File: config.mk
export PLATFORM = sky130hd
export DESIGN_NAME = moore_decodifica_saida
export DESIGN_NICKNAME = d
export VERILOG_FILES = /design/src/rtl/moore_decodifica_saida.sv
export SDC_FILE = /design/constraint.sdc
export NUM_CORES = 1
export LEC_CHECK = 0
export ABC_AREA = 1
export CAP_MARGIN = 40
export CORE_MARGIN = 2
export CORE_UTILIZATION = 30
export DETAILED_ROUTE_END_ITERATION = 10
export GPL_TIMING_DRIVEN = 0
export HOLD_SLACK_MARGIN = 0.12
export SETUP_SLACK_MARGIN = 0.1
export SLEW_MARGIN = 20
export SYNTH_ARGS = -nofsm -noshare
export SYNTH_HDL_FRONTEND = slang
export SYNTH_SLANG_ARGS = --single-unit
File: constraint.sdc
create_clock -name CLK -period 1.8 [get_ports CLK]
set_input_delay 0.45 -clock CLK [delete_from_list [all_inputs] [get_ports CLK]]
set_output_delay 0.45 -clock CLK [all_outputs]
set_load 0.01 [all_outputs]
File: src/rtl/moore_decodifica_saida.sv
// Receive side of the Moore output bus: recovers the observed machine's state (A=0 .. J=9)
// from its 4-bit output code and checks that it advances only by hold or +1 (J wraps to A).
//
// Ports:
//   CLK          - system clock, rising edge
//   RST          - synchronous active-high reset
//   S            - Moore output code from the observed machine
//   S_VALID      - S is sampled only when this is 1
//   ESTADO       - recovered state code, registered
//   ESTADO_VALID - one-cycle pulse, ESTADO was updated from a legal code
//   COD_INVALIDO - one-cycle pulse, S held an illegal code
//   FORA_SEQ     - one-cycle pulse, legal code that is neither hold nor next state
//   SINCRONIZADO - level, checker holds a valid reference state
//   ERROS        - saturating count of COD_INVALIDO plus FORA_SEQ events
module moore_decodifica_saida #(
  parameter int unsigned ERR_W = 8
) (
  input  logic             CLK,
  input  logic             RST,
  input  logic [3:0]       S,
  input  logic             S_VALID,
  output logic [3:0]       ESTADO,
  output logic             ESTADO_VALID,
  output logic             COD_INVALIDO,
  output logic             FORA_SEQ,
  output logic             SINCRONIZADO,
  output logic [ERR_W-1:0] ERROS
);

  typedef enum logic [0:0] {StDessinc, StSinc} state_e;

  state_e           state_q, state_d;
  logic [3:0]       estado_q, estado_d;
  logic             estado_valid_q, estado_valid_d;
  logic             cod_invalido_q, cod_invalido_d;
  logic             fora_seq_q, fora_seq_d;
  logic [ERR_W-1:0] erros_q, erros_d;

  logic       dec_ok;
  logic [3:0] dec_val;
  logic [3:0] next_estado;
  logic       err_event;

  // Inverse of the Moore output table.
  always_comb begin
    dec_ok  = 1'b1;
    dec_val = 4'd0;
    unique case (S)
      4'd3:    dec_val = 4'd0;
      4'd4:    dec_val = 4'd1;
      4'd2:    dec_val = 4'd2;
      4'd1:    dec_val = 4'd3;
      4'd0:    dec_val = 4'd4;
      4'd9:    dec_val = 4'd5;
      4'd7:    dec_val = 4'd6;
      4'd6:    dec_val = 4'd7;
      4'd5:    dec_val = 4'd8;
      4'd15:   dec_val = 4'd9;
      default: dec_ok  = 1'b0;
    endcase
  end

  assign next_estado = (estado_q == 4'd9) ? 4'd0 : estado_q + 4'd1;

  always_comb begin
    state_d        = state_q;
    estado_d       = estado_q;
    estado_valid_d = 1'b0;
    cod_invalido_d = 1'b0;
    fora_seq_d     = 1'b0;
    erros_d        = erros_q;
    err_event      = 1'b0;

    if (S_VALID) begin
      if (!dec_ok) begin
        // Illegal code: keep last legal state but drop the reference.
        cod_invalido_d = 1'b1;
        err_event      = 1'b1;
        state_d        = StDessinc;
      end else begin
        estado_valid_d = 1'b1;
        estado_d       = dec_val;
        state_d        = StSinc;
        // Sequence check only applies when a reference exists; a jump re-references.
        if (state_q == StSinc && dec_val != estado_q && dec_val != next_estado) begin
          fora_seq_d = 1'b1;
          err_event  = 1'b1;
        end
      end
    end

    if (err_event && (erros_q != {ERR_W{1'b1}})) begin
      erros_d = erros_q + {{(ERR_W-1){1'b0}}, 1'b1};
    end
  end

  always_ff @(posedge CLK) begin
    if (RST) begin
      state_q        <= StDessinc;
      estado_q       <= 4'd0;
      estado_valid_q <= 1'b0;
      cod_invalido_q <= 1'b0;
      fora_seq_q     <= 1'b0;
      erros_q        <= '0;
    end else begin
      state_q        <= state_d;
      estado_q       <= estado_d;
      estado_valid_q <= estado_valid_d;
      cod_invalido_q <= cod_invalido_d;
      fora_seq_q     <= fora_seq_d;
      erros_q        <= erros_d;
    end
  end

  assign ESTADO       = estado_q;
  assign ESTADO_VALID = estado_valid_q;
  assign COD_INVALIDO = cod_invalido_q;
  assign FORA_SEQ     = fora_seq_q;
  assign SINCRONIZADO = (state_q == StSinc);
  assign ERROS        = erros_q;

endmodule

==> flow_metrics.tcl <==
set metrics [dict create \
    status "finished, final reports clean" \
    cts.htree.levels 1 \
    core_um2 3420 \
    async_flop_share 0 \
    placedCellCount 249 \
    finalCriticalPeriod_ps 1710 \
    fin_hold_ws_ps 495 \
    cts_tree "done" \
    num_vias 1165 \
    antenna_found_initial 0 \
    dp_hpwl_mm 1.82 \
    yosysMostFrequentCell "nand2_1" \
    start_util 0.319 \
    wire_per_inst_um 9.97 \
    peakVddDrop_uv 478 \
    dieArea_um2 4130 \
    yosysTopAreaCellShare 0.294 \
    area_growth_pct 42.6 \
    fin_crit_sh 0.950 \
    stdcell_count 259 \
    worstSetupPathType "reg2out" \
    r2r_setup_slack_ps 130 \
    rsz0062_at_grt "yes" \
    clock_tree.buffer_depth 2 \
    setup_viol 0 \
    worst_setup_path_end_kind "primary output" \
    antenna_left 0 \
    core.rowCount 21 \
    drive_gt1_frac 0.258 \
    ys_ff_latch 16 \
    whs_path_depth 2 \
    cp_slowest_cell "clkdlybuf4s50_1" \
    path_buf_inv 1 \
    port_buffers 21 \
    r2r-start "ESTADO[0]" \
    hold_start "ERROS[6]" \
    slew_headroom 0.665 \
    wirelength_mm 2.58 \
    r2r_end "ERROS[6]" \
    ios 23 \
    grt-ovfl-total 0 \
    hold_path.class "reg2reg" \
    grt_usage 0.127 \
    synthTopCellsByArea "dfxtp_1 29%, nand2_1 20%, nor2_1 9.0%" \
    reg2reg_depth 14 \
    post-route-drc-count 0 \
    netlist_instances 182 \
    syn_area_um2 1090 \
    synth_area_leader_cell "dfxtp_1" \
    grt_max_degree 11 \
    worstSkewPairLatency_ps 290 \
    synth_commonest_cells "58 x nand2_1, 26 x nor2_1, 25 x inv_1" \
    cts_num_sinks 16 \
    num_antenna_cells 0 \
    crit_family "buffers and inverters" \
    p_per_area_nw_per_um2 570 \
    crit_path_start_kind "flop" \
    grt_pass1_vias 997 \
    synth_top_flop_cell "dfxtp_1" \
    clk_pin_slew_ps 90 \
    finalMaxSlewViolations 0 \
    ys_seq_area_frac 0.294 \
    place_congestion 0.871 \
    dieHeight_um 64.3 \
    hold_viol 0 \
    path_cells "clkdlybuf4s50_1" \
    fp.dieW_um 64.3 \
    syn_nets 190 \
    max_stage_delay_ps 560 \
    arrival_ps 1260 \
    cts_buffers 3 \
    layout.nets 222 \
    avgSynthCellArea_um2 5.99 \
    min_to "ERROS[6]" \
    maxCapViolations 0 \
    drt_pass1_iterations 4 \
    root_buffer "clkbuf_4" \
    fmax_mhz 585 \
    cp.required_ps 1350 \
    ys.warnings.count 0 \
    drt_iter0_drc 48 \
    grt_pass1_wl_mm 4.29 \
    synth_cell_types 24 \
    worstMarginPinSlew_ps 502 \
    via_per_inst 4.50 \
    p_leak_nw 0.791 \
    skew_ps 3.23 \
    synth_edf_count 0 \
    crit_fanout 6 \
]
[flip-flops by register name (all words and copies together), names as in the netlist]
| name | flops |
|---|---|
| ESTADO | 4 |
| SINCRONIZADO | 1 |
| ERROS | 8 |
| ESTADO_VALID | 1 |
| COD_INVALIDO | 1 |
| FORA_SEQ | 1 |
[where the power goes]
part           total (W)  switching [W]  internal, W  leakage [nW]
registers       0.000391      0.0000200     0.000371         0.134
logic           0.000258       0.000148     0.000109         0.635
clock network   0.000237       0.000113     0.000123        0.0210
total           0.000886       0.000282     0.000604         0.791
[cell families after synthesis]
kind of cell             synth area share
AND/OR/NAND/NOR                     0.520
buffers and inverters               0.111
flip-flops                          0.294
AO/OA/AOI/OAI                      0.0471
XOR/XNOR                           0.0161
adder cells (fa/ha/maj)            0.0115
[per-layer routing]
layer	vias to the layer above	track usage	routed length, um
li1	637	-	-
met1	491	0.180	1320
met2	37	0.202	1150
met3	0	0.0264	112
met4	0	0.0160	0
met5	-	0	0
[layout by cell type (no fill, tap or decap)]
master / instances
nand2_1: 52
inv_1: 23
nor2_1: 22
nand3_1: 13
clkdlybuf4s50_1: 11
nand2_2: 10
dfxtp_1: 8
nand4_1: 8
dfxtp_2: 7
nand3_2: 5
inv_2: 4
a21oi_1: 4
dlymetal6s2s_1: 4
buf_4: 4
nand3_4: 3
nand2_4: 3
nor3_1: 3
clkbuf_4: 3
clkbuf_2: 3
nor2_4: 2
nor2_2: 2
buf_2: 2
o21ai_0: 2
dlygate4sd2_1: 2
dfxtp_4: 1
buf_6: 1
clkinv_1: 1
o221ai_2: 1
buf_1: 1
xnor2_1: 1
nor4_4: 1
a211oi_1: 1
xor2_1: 1
a21oi_2: 1
ha_1: 1
clkbuf_8: 1
buf_12: 1
[area by class of cell]
class / instances / area [um^2]
plain buffers: 3 / 20.0
clock buffers: 4 / 36.3
fillers: 379 / 1860
inverters: 28 / 105
multi-input cells: 136 / 754
flip-flops and latches: 16 / 333
well taps: 46 / 57.6
repair buffers: 26 / 248
[how the worst max path moves through the flow]
stage	slack (ps)	from	endpoint	cells after the start
finish	90	ESTADO[2]	ESTADO[2]	1
global route	-20	ESTADO[0]	ERROS[6]	15
CTS	60	ESTADO[0]	ERROS[0]	16
detailed placement	-520	S[2]	ERROS[1]	14
global placement	-520	S[2]	ERROS[1]	14
floorplan	220	ESTADO[0]	ERROS[4]	16
[through the flow]
step / instance area [um^2] / power (W) / setup TNS (ps) / setup WS (ps) / util
5_1_grt: 1550 / 0.000939 / -29.0 / -17.3 / 0.455
4_1_cts: 1420 / 0.000852 / 0 / 58.4 / 0.414
2_1_floorplan: 1090 / 0.000535 / 0 / 223 / -
3_3_place_gp: 1360 / 0.000612 / -6560 / -515 / 0.397
3_5_place_dp: 1360 / 0.000612 / -6690 / -517 / 0.397
6_report: 1550 / 0.000886 / 0 / 90.7 / 0.455
[what timing repair did]
action | 4_1_cts | 5_1_grt
pin swaps | 0 | 11
endpoints found under the setup margin | 21 | 17
hold buffers | 0 | 0
buffers inserted | 0 | 5
resized for setup | 17 | 38
gates cloned | 1 | 0
Power figures use the tool's default switching activity.
